## src/rtl/pipelined_fir_n.sv

```systemverilog
// Three-stage pipelined N-tap FIR filter with runtime-writable coefficients.
// Define PIPELINED_FIR_N_SATURATE_EN to clamp the output; otherwise it wraps.
module pipelined_fir_n #(
    parameter int DATA_W = 8,
    parameter int COEF_W = 8,
    parameter int TAPS   = 4,
    parameter int OUT_W  = 8,
    parameter int SHIFT  = 0
) (
    input  logic                      i_clk,
    input  logic                      i_rst,
    input  logic                      i_valid,
    input  logic [DATA_W-1:0]         i_x,
    input  logic                      i_coefWr,
    input  logic [$clog2(TAPS)-1:0]   i_coefIdx,
    input  logic [COEF_W-1:0]         i_coefData,
    output logic                      o_valid,
    output logic [OUT_W-1:0]          o_y
);
    localparam int IDX_W  = $clog2(TAPS);
    localparam int PROD_W = DATA_W + COEF_W;
    localparam int ACC_W  = PROD_W + IDX_W;
    // One guard bit above the accumulator so the rounding add cannot overflow.
    localparam int EXT_W  = (ACC_W + 1 > OUT_W + 1) ? ACC_W + 1 : OUT_W + 1;
    localparam logic signed [EXT_W-1:0] RND =
        (SHIFT > 0) ? (EXT_W'(1) << ((SHIFT > 0) ? SHIFT - 1 : 0)) : '0;
    localparam logic signed [EXT_W-1:0] YMAX = EXT_W'((1 << (OUT_W - 1)) - 1);
    localparam logic signed [EXT_W-1:0] YMIN = EXT_W'(-(1 << (OUT_W - 1)));

    logic signed [DATA_W-1:0] hist_q [TAPS-1];
    logic signed [COEF_W-1:0] coef_q [TAPS];
    logic signed [DATA_W-1:0] samp   [TAPS];
    logic signed [PROD_W-1:0] prod_q [TAPS];
    logic signed [PROD_W-1:0] prod_d [TAPS];
    logic signed [ACC_W-1:0]  acc_q, acc_d;
    logic signed [EXT_W-1:0]  rnd_sum, shifted;
    logic signed [OUT_W-1:0]  y_q, y_d;
    logic [2:0]               vld_pipe_q;
    logic                     idx_ok;
    logic                     unused_hi;

    generate
        if (TAPS == (1 << IDX_W)) begin : g_idx_full
            assign idx_ok = 1'b1;
        end else begin : g_idx_part
            assign idx_ok = (i_coefIdx < IDX_W'(TAPS));
        end
    endgenerate

    // Stage 1 operands: newest sample from the port, older ones from history.
    always_comb begin
        for (int k = 0; k < TAPS; k++) begin
            samp[k]   = (k == 0) ? $signed(i_x) : hist_q[(k == 0) ? 0 : k - 1];
            prod_d[k] = PROD_W'(samp[k]) * PROD_W'(coef_q[k]);
        end
    end

    always_comb begin
        acc_d = '0;
        for (int k = 0; k < TAPS; k++) begin
            acc_d = acc_d + ACC_W'(prod_q[k]);
        end
    end

    always_comb begin
        rnd_sum = EXT_W'(acc_q) + RND;
        shifted = rnd_sum >>> SHIFT;
`ifdef PIPELINED_FIR_N_SATURATE_EN
        if (shifted > YMAX) begin
            y_d = YMAX[OUT_W-1:0];
        end else if (shifted < YMIN) begin
            y_d = YMIN[OUT_W-1:0];
        end else begin
            y_d = shifted[OUT_W-1:0];
        end
`else
        y_d = shifted[OUT_W-1:0];
`endif
    end

    assign unused_hi = ^{shifted[EXT_W-1:OUT_W], YMAX, YMIN};

    always_ff @(posedge i_clk or posedge i_rst) begin
        if (i_rst) begin
            for (int k = 0; k < TAPS; k++) begin
                coef_q[k] <= '0;
                prod_q[k] <= '0;
            end
            for (int k = 0; k < TAPS - 1; k++) begin
                hist_q[k] <= '0;
            end
            acc_q      <= '0;
            y_q        <= '0;
            vld_pipe_q <= '0;
        end else begin
            vld_pipe_q <= {vld_pipe_q[1:0], i_valid};
            if (i_valid) begin
                prod_q    <= prod_d;
                hist_q[0] <= i_x;
                for (int k = 1; k < TAPS - 1; k++) begin
                    hist_q[k] <= hist_q[k-1];
                end
            end
            if (vld_pipe_q[0]) acc_q <= acc_d;
            if (vld_pipe_q[1]) y_q   <= y_d;
            // Products above already captured the old coefficient this cycle.
            if (i_coefWr && idx_ok) coef_q[i_coefIdx] <= i_coefData;
        end
    end

    assign o_valid = vld_pipe_q[2];
    assign o_y     = y_q;
endmodule

```

## config.mk

```make
export PLATFORM = sky130hd
export DESIGN_NAME = pipelined_fir_n
export DESIGN_NICKNAME = d
export VERILOG_FILES = /design/src/rtl/pipelined_fir_n.sv
export SDC_FILE = /design/constraint.sdc
export NUM_CORES = 1
export LEC_CHECK = 0
export ABC_AREA = 1
export BUFFER_PORTS_ARGS = -buffer_cell sky130_fd_sc_hd__buf_2
export CAP_MARGIN = 20
export CELL_PAD_IN_SITES_DETAIL_PLACEMENT = 0
export CELL_PAD_IN_SITES_GLOBAL_PLACEMENT = 1
export CORE_ASPECT_RATIO = 0.7
export CORE_MARGIN = 2
export CORE_UTILIZATION = 30
export CTS_CLUSTER_DIAMETER = 200
export DETAILED_ROUTE_END_ITERATION = 10
export HOLD_SLACK_MARGIN = 0.15
export PLACE_DENSITY_LB_ADDON = 0.1
export SLEW_MARGIN = 20
export SYNTH_ARGS = -nofsm -noshare
export SYNTH_HDL_FRONTEND = slang
export SYNTH_SLANG_ARGS = --single-unit
```

## constraint.sdc

```tcl
create_clock -name i_clk -period 4.65 [get_ports i_clk]
set_clock_uncertainty 0.05 [all_clocks]
set_input_delay 0.465 -clock i_clk [delete_from_list [all_inputs] [get_ports i_clk]]
set_output_delay 0.465 -clock i_clk [all_outputs]
set_load 0.02 [all_outputs]
```

**After elaboration in Yosys (flattened, before gate mapping)**

Index checks and enable logic that the tools add are counted.

- Register bits after elaboration: 107
- Input port bits: 22
- Output and inout bits: 9

- $add $sub $neg: 3
- $mul: 4
- $lt $le $gt $ge: 2
- Muxes and demuxes: 3
- Bitwise operators: 1
- Reductions and logical operators: 1

Operator list:

| cell | number |
|---|---|
| bitwise mux 32 bit | 1 |
| multiplier 8 x 8 -> 8 bit | 4 |
| adder 8 bit | 3 |
| demux 8 bit (select 2 bit) | 1 |
| 2-to-1 mux 8 bit | 1 |
| >= comparator 3 bit, second input constant | 1 |
| < comparator 3 x 1 -> 1 bit, second input constant | 1 |
| NOT 2 -> 3 bit | 1 |
| logical AND 1 bit | 1 |

**Longest topological paths before layout**

Gate-level depths: netlist of the first run.

- Depth in word-level cells: 6
- Gate-level depth with buffers: 23

**Least setup slack after synthesis of the first run**

Ideal clock, no wire load.

- Kind: input port to flip-flop
- Start: in i_x[1]
- End: reg prod_q[55] (netlist bit)
- Setup time: 0.121 ns
- Arrival: 3.610 ns
- Setup slack: 0.869 ns
- Stages on the path: 20
- Path buffers: 1
- Cells stage by stage: buf_2 -> nand2_1 -> fa_1 -> inv_1 -> fa_1 -> fa_1 -> inv_1 -> fa_1 -> inv_1 -> ha_1 -> nand2_1 -> nand2_1 -> nor2_1 -> nand3_1 -> nand2_1 -> nand2_1 -> nand2_1 -> nand2_1 -> nand2_1 -> o21ai_1

- Longest elaborated chain between the ends: 1

Ends and longest elaborated chain:

| what | line | text |
|---|---|---|
| start: declaration | 13 | `input logic [DATA_W-1:0] i_x,` |
| multiplier 8 x 8 -> 8 bit | 54 | `prod_d[k] = PROD_W'(samp[k]) * PROD_W'(coef_q[k]);` |
| end signal: assignment | 98 | `prod_q <= prod_d;` |
| end: declaration | 33 | `logic signed [PROD_W-1:0] prod_q [TAPS];` |

Every way passes these cells.
A chain may end at the register's enable or synchronous reset.

**Worst setup path after layout of the first run**

- Start: reg hist_q[9] (netlist bit)
- End: reg prod_q[23] (netlist bit)

- Longest elaborated chain between the ends: 1

Ends and longest elaborated chain:

| what | line | text |
|---|---|---|
| start: declaration | 30 | `logic signed [DATA_W-1:0] hist_q [TAPS-1];` |
| start signal: indexed assignment | 101 | `hist_q[k] <= hist_q[k-1];` |
| multiplier 8 x 8 -> 8 bit | 54 |  |

Every way passes these cells.

==> reports/results.txt, run 1 <==
In this run, CTS created clock tree buffers numbering 9. After detailed routing, the average wire length per cell comes to 14.89 µm. Counting along the longest clock path gives a buffer depth of 2.

The combinational family with the most area after synthesis was adder cells. Setup repair after global routing left no endpoint under its margin. The cell count after synthesis is 1158, and the area overhead of the layout relative to synthesis is 8.462%. The detailed-placement wirelength estimate was 18.87 mm; the largest net degree at the start of global routing was 45. Counting flops and latches in the post-synthesis netlist gives 107. The gate family responsible for the most delay along the worst path was adder cells.

In the final layout, the share of cells above drive strength 1 is 5.461%. The run gives 30.59% as the starting utilization of the core area. The tools report the last weighted congestion value of the routability-driven placer as 0.7777. Setup violations remaining at the end of the flow were counted as 0.

STA classifies the critical path endpoint as a register. The per-instance average area after synthesis was 7.649 µm². The tools report the first-pass GRT wire length as 37.43 mm. For this design the ratio of total power to cell area is 462.2 nW/µm². The number of antenna diodes in the final layout is 0. At the worst endpoint, the required time is 4850 ps. The final clock period utilization by the worst path is 87.27%. The clock period could shrink to 4058 ps. The area of placed instances came out at 9303 µm².

The die footprint was 30940 µm²; the I/O pin count was 31. The total buffers and inverters traversed by the critical path was 1. The share of async-settable or async-resettable flops after synthesis is 100.0%. After global routing the overflow that remains totals 0.

The region available for standard cell placement spans 28950 µm². Summed over all failing endpoints, the final setup total negative slack is 0 ps. The number of input and output port buffers inserted was 30. By area the synthesized netlist is led by dfrtp_1, nand2_1, fa_1, inv_1, ha_1.

Number of nets at the end of the flow: 1334. After Yosys synthesis, full adders, half adders and majority gates account for 25.74% of the synthesized area. The detailed-route DRC error count is 0. TritonCTS built the clock tree.

Summing the areas of all xor and xnor instances in the mapped netlist gives 3.461% of the synthesized area. For this block, the via count after detailed routing is 6533. For this run, the top clock speed supported by timing is 246.4 MHz. The cell area that synthesis handed to floorplanning was 8857 µm².

After routing the design area is 9607 µm². The multiplexer share of the synthesized area was 0.8900%; the total chip power was 4.441 mW. For the number of clock sinks, the log shows 107. The cell with the largest stage delay on the worst path is fa_1. In this run the tightest slew margin relative to its limit is 55.85%. The number of antenna violations at the first check in global routing is 0. The max-slew violation total from the final report was 0.

OpenSTA, run right after detailed placement, puts the worst setup slack at 491.6 ps. Across the VDD grid, the largest voltage drop is 242.7 µV. The tool flagged a number of max-cap violations equal to 0. Summed over its instances, the top area cell type makes up 30.23% of the synthesized netlist area. The tools report the kind of launch point of the worst setup path as a register. The analysis attributes to cell leakage a power of 5.734 nW.

Ranked by instance count, the synthesized netlist is headed by nand2_1, inv_1, dfrtp_1. The logs give 0 for the final count of hold timing violations and 52 for the number of placement rows. The startpoint-to-endpoint class of the critical path is register to register. The tools report the count of fill cells added during filler insertion as 3103.

The largest total area in the synthesized netlist belongs to dfrtp_1. The flow ran to the end, and the final reports show no timing, DRC or antenna violations. The tools report the sequential cell area fraction in the yosys report as 30.23%. When the netlist entered floorplanning its net count stood at 1325.

The clock reaches the later pin of the worst-skew pair after 370 ps. The library cell with the highest instance count after synthesis was nand2_1. Wire length after detailed routing: 23.07 mm. The path class of the tightest hold or removal check is input pin to register. Die extent in y: 147.8 µm.

Number of global-route vias before repair: 6392. The tools report the clock tree root driver cell as clkbuf_16. The post-detailed-route via-to-cell ratio was 4.215; the floorplan die width was 209.4 µm. The post-synthesis share of cell area spent on and, or, nand and nor gates is 20.65%, and the setup slack of the critical path after layout is 592.1 ps. Dominant synthesized flop cell: dfrtp_1. Counting stages on the worst path, the most repeated cell is nand2_1. The critical path arrival is 4260 ps, and the post-synthesis compound-gate area fraction is 4.577%.

In this run the remaining antenna-violating nets after routing total 0. Level count of the clock H-tree: 3. In this design, the stage delay of the slowest critical-path cell is 580 ps. First-iteration detailed-routing DRC count: 307.

Counting flops with a built-in enable in the synthesized netlist gives 0. The critical path goes through nand2_1 -> fa_1 -> fa_1 -> fa_1 -> fa_1 -> inv_1 -> ha_1 -> a21oi_1 -> nand2_1 -> xor2_1 -> nand3_1 -> nand2_1 -> nand2_1 -> nand3_1 -> nand2_1. Counting distinct cell types in the post-synthesis netlist gives 23.

In this run the worst path has a maximum fanout of 9. The clock slew seen by the registers of the worst setup and hold paths is 80 ps, and the overall fraction of global-route tracks in use is 16.07%. The first detailed-routing pass ran for 5 iterations.

For this run, the number of Yosys warnings is 0. At the pin with the least slew margin, the transition time is 662.3 ps.
## cell type report
type | instances | area [µm²] | area share (%)
multi-input cells | 729 | 4900 | 51.00
flip-flops and latches | 107 | 2678 | 27.87
inverters | 285 | 1072 | 11.16
well taps | 378 | 473.0 | 4.923
clock buffers | 11 | 232.7 | 2.423
repair buffers | 35 | 190.2 | 1.980
clock inverters | 5 | 61.31 | 0.6382
## state kept, by name (all words and copies together) (netlist names)
| signal | flops |
|---|---|
| vld_pipe_q | 3 |
| o_y | 8 |
| prod_q | 32 |
| hist_q | 24 |
| acc_q | 8 |
| coef_q | 32 |
## layout by cell type, fill, tap and decap left out, drive strengths merged
cell	netlist	layout
dlygate4sd3	0	1
buf	25	34
o21ai	73	73
ha	83	83
clkbuf	12	11
nand4	1	1
nand2b	1	1
nand2	396	396
inv	283	284
nand3	54	54
mux2	7	7
bufinv	0	1
dfrtp	107	107
a21oi	8	8
clkinv	2	5
fa	62	62
xor2	17	17
nor2	6	6
nand3b	3	3
xnor2	18	18
## final timing paths
| kind | start | to | slack (ps) | cells after the start |
|---|---|---|---|---|
| max in group asynchronous | i_rst | hist_q[6]$_DFFE_PP0P_ | 2940 | 4 |
| worst min register to register | acc_q[1]$_DFFE_PP0P_ | acc_q[1]$_DFFE_PP0P_ | 420 | 2 |
| worst min-delay path | i_x[7] | hist_q[23]$_DFFE_PP0P_ | 270 | 3 |
| min in group asynchronous | i_rst | vld_pipe_q[2]$_DFF_PP0_ | 610 | 3 |
| worst max register to register | hist_q[9]$_DFFE_PP0P_ | prod_q[23]$_DFFE_PP0P_ | 590 | 15 |
| worst max-delay path | hist_q[9]$_DFFE_PP0P_ | prod_q[23]$_DFFE_PP0P_ | 590 | 15 |
## what timing repair did
| item | CTS | global route |
|---|---|---|
| hold buffers | 1 | 0 |
| endpoints found under the hold margin | 32 | 0 |
| setup buffers | 0 | 0 |
| gates resized for setup | 0 | 0 |
## metal layers
metal,track usage [%],share of wire [%],up-vias
met4,2.464,0.64,0
met5,0,0,-
li1,-,-,3426
met3,2.932,2.5,9
met2,21.93,38,70
met1,26.14,59,3028
## kinds of logic after synthesis
logic type,Yosys count
and+or+nand+nor,461
AOI/OAI and AO/OA,81
adders and majority gates,145
buffers and inverters,322
muxes,7
DFF,107
xor gates and xnor gates,35
## report_power, final
part	internal, mW	leakage (nW)	switching [mW]
Clock	0.422	0.144	0.367
Combinational	0.901	4.26	1.31
Sequential	1.17	1.34	0.270
Total	2.49	5.73	1.95
## stage by stage
stage	utilization [%]	hold slack, ps	std cells
finish	33.18	273.9	1550
floorplan	-	301.9	1158
detailed placement	32.13	410.0	1533
CTS	33.18	265.5	1550
global placement	32.13	412.0	1533
global route	33.18	271.2	1550
## worst min-delay path: cells and delay by family
| kind | cells | cell delay, ps |
|---|---|---|
| buffers and inverters | 1 | 90 |
| and+or+nand+nor | 2 | 100 |
Note: power is estimated with default switching activity, not from simulation.
==> run 2: changes to the inputs <==
Settings changed: CELL_PAD_IN_SITES_GLOBAL_PLACEMENT 1 to 2, CORE_UTILIZATION 30 to 38, GPL_ROUTABILITY_DRIVEN set to 0.
==> run 2 against run 1 <==
Compared with the run above: setup slack improved by 85 ps; worst hold slack worse by 65 ps; first-iteration DRC count is 25% higher; cell area is 0.70% lower; register-to-register slack better by 80 ps; utilization is 8.7 points higher; flip-flop and latch count unchanged; largest cell class unchanged.
==> reports/results.txt, run 2 (synthesized netlist as in run 1, its figures left out) <==
The library cell used most frequently in the layout, excluding fill and tap cells, is nand2_1. The count of buffers added by post-CTS timing repair for setup was 0 (unchanged); the first-pass GRT wire length was 35.28 mm (-5.8%). The maximum fanout encountered on the critical timing path was 7 (-2); the critical path arrival was 4190 ps (-70 ps). For this design, the slowest cell found on the critical path is fa_1. Setup repair after global routing left no endpoint under its margin. The most repeated library cell on the critical path was nand2_1.

Traced cell by cell, the critical path runs through nand2_1 -> fa_1 -> fa_1 -> fa_1 -> fa_1 -> inv_1 -> ha_1 -> a21oi_1 -> nand2_1 -> xor2_1 -> nand3_1 -> nand2_1 -> nand2_1 -> nand3_1 -> nand2_1. The area of placed instances was 9243 µm² (-0.65%); the clock slew seen by the registers of the worst setup and hold paths was 80 ps (about the same). The logs give 1336 (+0.15%) for the number of nets at the end of the flow and 214.1 µV (-12%) for the maximum resistive drop on vdd. The clock latency at the later pin of the worst-skew pair came out at 360 ps (about the same). The largest registers in the layout are coef_q (32), prod_q (32), hist_q (24).

The area overhead of the layout relative to synthesis was 7.699%. The level count of the clock H-tree was 3 (unchanged); the fraction of layout instances using a drive strength above 1 was 5.877% (+0.42 points). The wire length after detailed routing was 21.17 mm (-8.3%).

The total CTS buffers was 9 (unchanged). The number of nets with antenna violations after detailed routing was 0 (unchanged); the number of clock sinks was 107 (unchanged). For the worst-case setup slack after placement, the log shows 642.0 ps (+150.4 ps). For the first-iteration detailed-routing DRC count, the log shows 383 (+25%).

In the layout the commonest cells are nand2_1, inv_1, dfrtp_1. The logs give 22790 µm² (-21%) for the core area and 9539 µm² (-0.70%) for the total non-filler cell area in the finished layout. The max-slew violation total from the final report is 0 (unchanged). The die footprint is 24570 µm² (-21%), and the I/O pin count is 31 (unchanged). Average routed wire per standard cell: 14.24 µm (-4.3%). The count of endpoints failing setup in the final report is 0 (unchanged), and the final count of hold timing violations is 0 (unchanged).

The cell sitting at the root of the clock tree is a clkbuf_16. The tools report the type of destination of the critical path as a register. The floorplan die width is 186.5 µm (-11%), and the time the final worst path needs with I/O delays and setup is 3973 ps (-84.88 ps). The run gives 2 (unchanged) as the buffer depth of the longest clock path. The number of iterations in the first detailed-routing pass came out at 5 (unchanged). TritonCTS built the clock tree. The tools report the post-cts hold buffer count as 0 (-1). Number of global-route vias before repair: 6291 (-1.6%). The post-detailed-route via-to-cell ratio works out to 4.367 (+3.6%). The overall via count from detail_route was 6489 (-0.67%); the leftover overflow at the end of global routing was 0 (unchanged). The detailed-placement wirelength estimate is 17.27 mm (-8.4%), and the delay contributed by the slowest stage of the critical path is 580 ps (about the same). The starting utilization of the core area is 38.86% (+8.3 points). Number of gates given a new drive strength after cts: 0 (unchanged).

The overall fraction of global-route tracks in use was 18.40% (+2.3 points). The run gives 67 (+49%) as the largest net degree at the start of global routing. The number of input and output port buffers inserted was 30 (unchanged). The tools report the headroom to the max-slew limit as 42.19% (-14 points). The setup total negative slack is 0 ps (unchanged). The number of antenna violations at the first check in global routing came out at 1 (+1). The power per cell area works out to 460.2 nW/µm² (-0.45%).

The final clock period utilization by the worst path is 85.44% (-1.8 points). The setup path with the least slack is of type register to register. The number of max-cap violations was 0 (unchanged); the required arrival time at the worst endpoint was 4860 ps (about the same).

The run gives 0 (unchanged) as the detailed-route DRC error count. The die extent in y came out at 131.7 µm (-11%). The run gives 251.7 MHz (+2.1%) as the timing-limited maximum frequency. The actual slew at the worst max-slew pin works out to 867.2 ps (+205.0 ps).

The worst hold path belongs to the class input pin to async pin. The setup slack of the critical path after layout was 677.0 ps (+84.88 ps); the number of placement rows was 46 (-12%). The flow ran to the end, and the final reports show no timing, DRC or antenna violations. The antenna diode count is 0 (unchanged). The worst setup path is launched from a register. The worst reg-to-reg path cell count was 15 (unchanged); the leakage power summed over all cells was 5.742 nW (+0.13%).

For the minimum setup slack among reg-to-reg paths, the log shows 680 ps (+80 ps).
## run 2: cell types whose count changed in the layout (fill, tap and decap cells not counted)
cell	delta
clkinvlp_4	+2
clkbuf_8	+2
bufinv_16	-1
dlygate4sd3_1	-1
clkinv_4	-1
buf_4	+3
clkinv_2	-1
clkbuf_1	-2
inv_8	+1
## run 2: report_power, final
| group | internal, mW | switching (mW) | total [mW] |
|---|---|---|---|
| logic | 0.899 | 1.28 | 2.18 |
| clock network | 0.401 | 0.388 | 0.789 |
| registers | 1.17 | 0.251 | 1.42 |
## run 2: worst paths after layout
kind | start | end
hold reg to reg | acc_q[0]$_DFFE_PP0P_ | acc_q[0]$_DFFE_PP0P_
max in group asynchronous | i_rst | hist_q[19]$_DFFE_PP0P_
hold / removal | i_rst | o_y[3]$_DFFE_PP0P_
setup reg to reg | hist_q[10]$_DFFE_PP0P_ | prod_q[23]$_DFFE_PP0P_
min in group i_clk | i_x[7] | hist_q[23]$_DFFE_PP0P_
setup / recovery | hist_q[10]$_DFFE_PP0P_ | prod_q[23]$_DFFE_PP0P_
## run 2: final cells by class
type                    instances  area (µm²)
well taps                     312       390.4
multi-input cells             729        4900
inverters                     285        1072
clock inverters                 5       43.79
clock buffers                  11       252.7
flip-flops and latches        107        2678
repair buffers                 37       202.7
fillers                      2420       13250
## run 2: routing by layer
metal	wire, µm	track usage (%)	up-vias
met3	616	3.008	9
li1	-	-	3436
met2	8111	25.35	95
met5	0	0	-
met1	12290	30.04	2949
met4	146	3.042	0
## run 2: critical path, delay by kind of cell (launching register included)
kind                       cells  cell delay (ps)
AOI/OAI and AO/OA              1              130
xor gates and xnor gates       1              180
adders and majority gates      5             2360
buffers and inverters          1               60
DFF                            1              520
and+or+nand+nor                7              560
## run 2: per-stage QoR
step	utilization (%)	power [mW]	instances	hold WS, ps
after floorplan	-	3.067	1158	301.9
after global placement	40.55	3.657	1470	406.5
after detailed placement	40.55	3.666	1470	404.1
after CTS	41.85	4.482	1486	239.6
after global routing	41.85	4.900	1486	281.5
final	41.85	4.390	1486	209.2
==> run 3: changes to the inputs <==
Settings changed: ABC_AREA 1 to 0, CORE_UTILIZATION 38 to 43.
==> run 3 against run 2 <==
Compared with the run above: via count shrank 22%; final cell count fell by 30%; power grew 43%; first-iteration DRC count shrank 26%; die area decreased by 17%.
==> reports/results.txt, run 3 <==
The top cell types in the final layout, fill and taps aside, are inv_1, dfrtp_1, and2_1. The run gives 17.63 mm (-17%) as the wire length after detailed routing. The number of max-cap violations came out at 0 (unchanged).

The worst reg-to-reg path cell count is 11 (-4), and the post-detailed-route via-to-cell ratio is 4.840 (+11%). The tools report the net switching component of the power as 2.624 mW (+37%). Library cell with the largest summed area after synthesis: dfrtp_1. The tools report the count of endpoints failing setup in the final report as 0 (unchanged). Actual slew at the worst max-slew pin: 931.6 ps (+64.35 ps).

The run gives 29.59 mm (-16%) as the first-pass GRT wire length. By instance count, the leading cell after synthesis is inv_1. Number of antenna violations at the first check in global routing: 0 (-1). The tree is rooted in a clkbuf_16.

The run gives 63.8% (+14 points) as the part of the power in combinational logic. By area, the combinational part of the netlist is dominated by adder cells. The worst hold path belongs to the class input pin to async pin. The total CTS buffers came out at 9 (unchanged). The run finished with clean final reports. The maximum resistive drop on vdd was 321.4 µV (+50%). The leftover overflow at the end of global routing was 0 (unchanged). The post-synthesis compound-gate area fraction works out to 2.743% (-1.8 points).

The cell count after synthesis came out at 754 (-35%). The post-synthesis share of cell area spent on and, or, nand and nor gates came out at 11.05% (-9.6 points). Leaving out fill and tap cells, the most frequent cell in the layout is inv_1.

The core area came out at 18870 µm² (-17%). The total non-filler cell area in the finished layout is 9049 µm² (-5.1%). The floorplan die width is 169.6 µm (-9.0%). The tools report the first-iteration detailed-routing DRC count as 283 (-26%).

The die footprint was 20340 µm² (-17%); the synthesized-area fraction occupied by adder cells was 27.61% (+1.9 points). The maximum fanout encountered on the critical timing path is 5 (-2). Setup repair after global routing left no endpoint under its margin. The time the final worst path needs with I/O delays and setup is 4513 ps (+540.1 ps). The tools report the level count of the clock H-tree as 3 (unchanged).

The number of distinct library cells after synthesis is 29 (+26%). The run gives 1778 (-27%) as the count of fill cells added during filler insertion. By area the synthesized netlist is led by dfrtp_1, fa_1, ha_1, mux2_2, and2_1. The number of input and output port buffers inserted is 30 (unchanged), and the internal power component is 3.650 mW (+48%).

The tools report the critical path arrival as 4710 ps (+520 ps). For the overall fraction of global-route tracks in use, the log shows 19.16% (+0.76 points). Detailed-route DRC error count: 0 (unchanged). By count the netlist is led by inv_1, dfrtp_1, and2_1. The share of async-settable or async-resettable flops after synthesis works out to 100.0% (unchanged). The detailed-placement wirelength estimate came out at 14.02 mm (-19%).

The number of gates given a new drive strength after cts is 0 (unchanged), and the final cell count without fillers is 1040 (-30%). The kind of launch point of the worst setup path is a register. The area of placed instances was 8733 µm² (-5.5%). For the warning count from the yosys run, the log shows 0 (unchanged). The max-slew violation total from the final report came out at 0 (unchanged). The multiplexer share of the synthesized area was 11.15% (+10 points); the count of flip-flops with a built-in enable after synthesis was 0 (unchanged).

The tools report the required arrival time at the worst endpoint as 4850 ps (about the same). Average routed wire per standard cell: 16.95 µm (+19%). Type of destination of the critical path: a register. The run gives 73 (+9.0%) as the largest net degree at the start of global routing. The worst hold slack after final layout is 266.3 ps (+57.15 ps), and the number of global-route vias before repair is 5374 (-15%). The tools report the number of iterations in the first detailed-routing pass as 4 (-1). The largest registers in the layout are coef_q (32), prod_q (32), hist_q (24).

The count of buffers added by post-CTS timing repair for setup was 0 (unchanged); the number of clock sinks was 107 (unchanged). The sequential cell area fraction in the yosys report came out at 32.43% (+2.2 points). The run gives 1024 (-30%) as the post-placement cell count. The run gives 42 (-8.7%) as the number of placement rows.

Die extent in y: 119.9 µm (-9.0%). The startpoint-to-endpoint class of the critical path is register to register. The minimum setup slack among reg-to-reg paths was 140 ps (-540 ps); the leakage power summed over all cells was 4.401 nW (-23%). Dominant synthesized flop cell: dfrtp_1. The final clock period utilization by the worst path is 97.06% (+12 points), and the area overhead of the layout relative to synthesis is 9.609%.

The per-instance average area after synthesis was 10.95 µm² (+43%). The fraction of layout instances using a drive strength above 1 was 18.55% (+13 points). TritonCTS built the clock tree. Setup total negative slack: 0 ps (unchanged).

The I/O pin count is 31 (unchanged). The power per cell area is 693.3 nW/µm² (+51%), and the summed instance area of the synthesized netlist is 8255 µm² (-6.8%). The clock slew seen by the registers of the worst setup and hold paths is 80 ps (about the same), and the timing-limited maximum frequency is 221.6 MHz (-12%). The switching fraction of total power was 41.83% (-1.9 points); the final count of hold timing violations was 0 (unchanged). The logs give 0 (unchanged) for the number of nets with antenna violations after detailed routing and 23.8% (-8.6 points) for the sequential share of power. The buffer depth of the longest clock path came out at 2 (unchanged). The top cell type's share of synthesized area is 32.43% (+2.2 points), and the starting utilization of the core area is 43.76% (+4.9 points). The number of nets at the end of the flow came out at 960 (-28%).

The logs give 5034 (-22%) for the overall via count from detail_route and 921 (-30%) for the total nets after synthesis. The post-cts hold buffer count was 0 (unchanged); the xor/xnor cell area share of the yosys netlist was 8.548% (+5.1 points). The clock latency at the later pin of the worst-skew pair came out at 360 ps (about the same).

The antenna diode count is 0 (unchanged), and the headroom to the max-slew limit is 37.89% (-4.3 points). The part of the total power dissipated in the clock network was 12.4% (-5.6 points); the post-synthesis sequential element count was 107 (unchanged).
-- run 3: per-layer routing --
layer	wire (µm)	up-vias	share of wire, %	global-route usage, %
met5	0	-	0	0
met4	181	0	1.0	4.274
met3	472	11	2.7	2.902
met2	7192	49	41	27.30
met1	9785	2527	55	30.49
li1	-	2447	-	-
-- run 3: worst paths after layout --
check,start,to
max,coef_q[4]$_DFFE_PP0P_,prod_q[7]$_DFFE_PP0P_
min,i_rst,prod_q[21]$_DFFE_PP0P_
max reg2reg,coef_q[4]$_DFFE_PP0P_,prod_q[7]$_DFFE_PP0P_
min reg2reg,o_y[4]$_DFFE_PP0P_,o_y[4]$_DFFE_PP0P_
max in group asynchronous,i_rst,coef_q[8]$_DFFE_PP0P_
min in group i_clk,i_x[7],hist_q[23]$_DFFE_PP0P_
-- run 3: cells by family after synthesis --
kind of cell / Yosys count
AOI/OAI and AO/OA: 39
xor gates and xnor gates: 68
adders and majority gates: 145
and+or+nand+nor: 171
buffers and inverters: 142
DFF: 107
muxes: 82
-- run 3: stage by stage --
stage	worst slack (ps)	utilization, %	power, mW
3_3_place_gp	94.94	46.29	5.507
5_1_grt	5.977	47.96	6.961
2_1_floorplan	577.3	-	4.542
3_5_place_dp	37.12	46.29	5.559
6_report	136.9	47.96	6.274
4_1_cts	23.16	47.91	6.381
-- run 3: power by group through the flow --
stage / Combinational, mW / Clock, mW / Sequential (mW)
3_3_place_gp: 4.00 / 0 / 1.51
2_1_floorplan: 3.09 / 0 / 1.45
4_1_cts: 4.08 / 0.804 / 1.49
3_5_place_dp: 4.05 / 0 / 1.51
5_1_grt: 4.58 / 0.844 / 1.53
6_report: 4.00 / 0.780 / 1.49
-- run 3: final cells by class --
type	count	area, µm²	area share, %
clock inverter	7	80.08	0.8850
inverter	132	498.0	5.503
tap	242	302.8	3.346
multi-input combinational	505	5049	55.79
timing repair buffer	38	210.2	2.323
sequential	107	2684	29.66
clock buffer	9	225.2	2.489
-- run 3: worst max-delay path, cell delays in order, from the launching register on --
cell and delay (ps):
dfrtp_1 480, nand2_1 130, fa_1 470, fa_1 570, fa_1 460, fa_1 600
inv_1 60, ha_1 330, a21oi_2 210, xnor3_1 430, xnor3_1 370, mux2_2 270
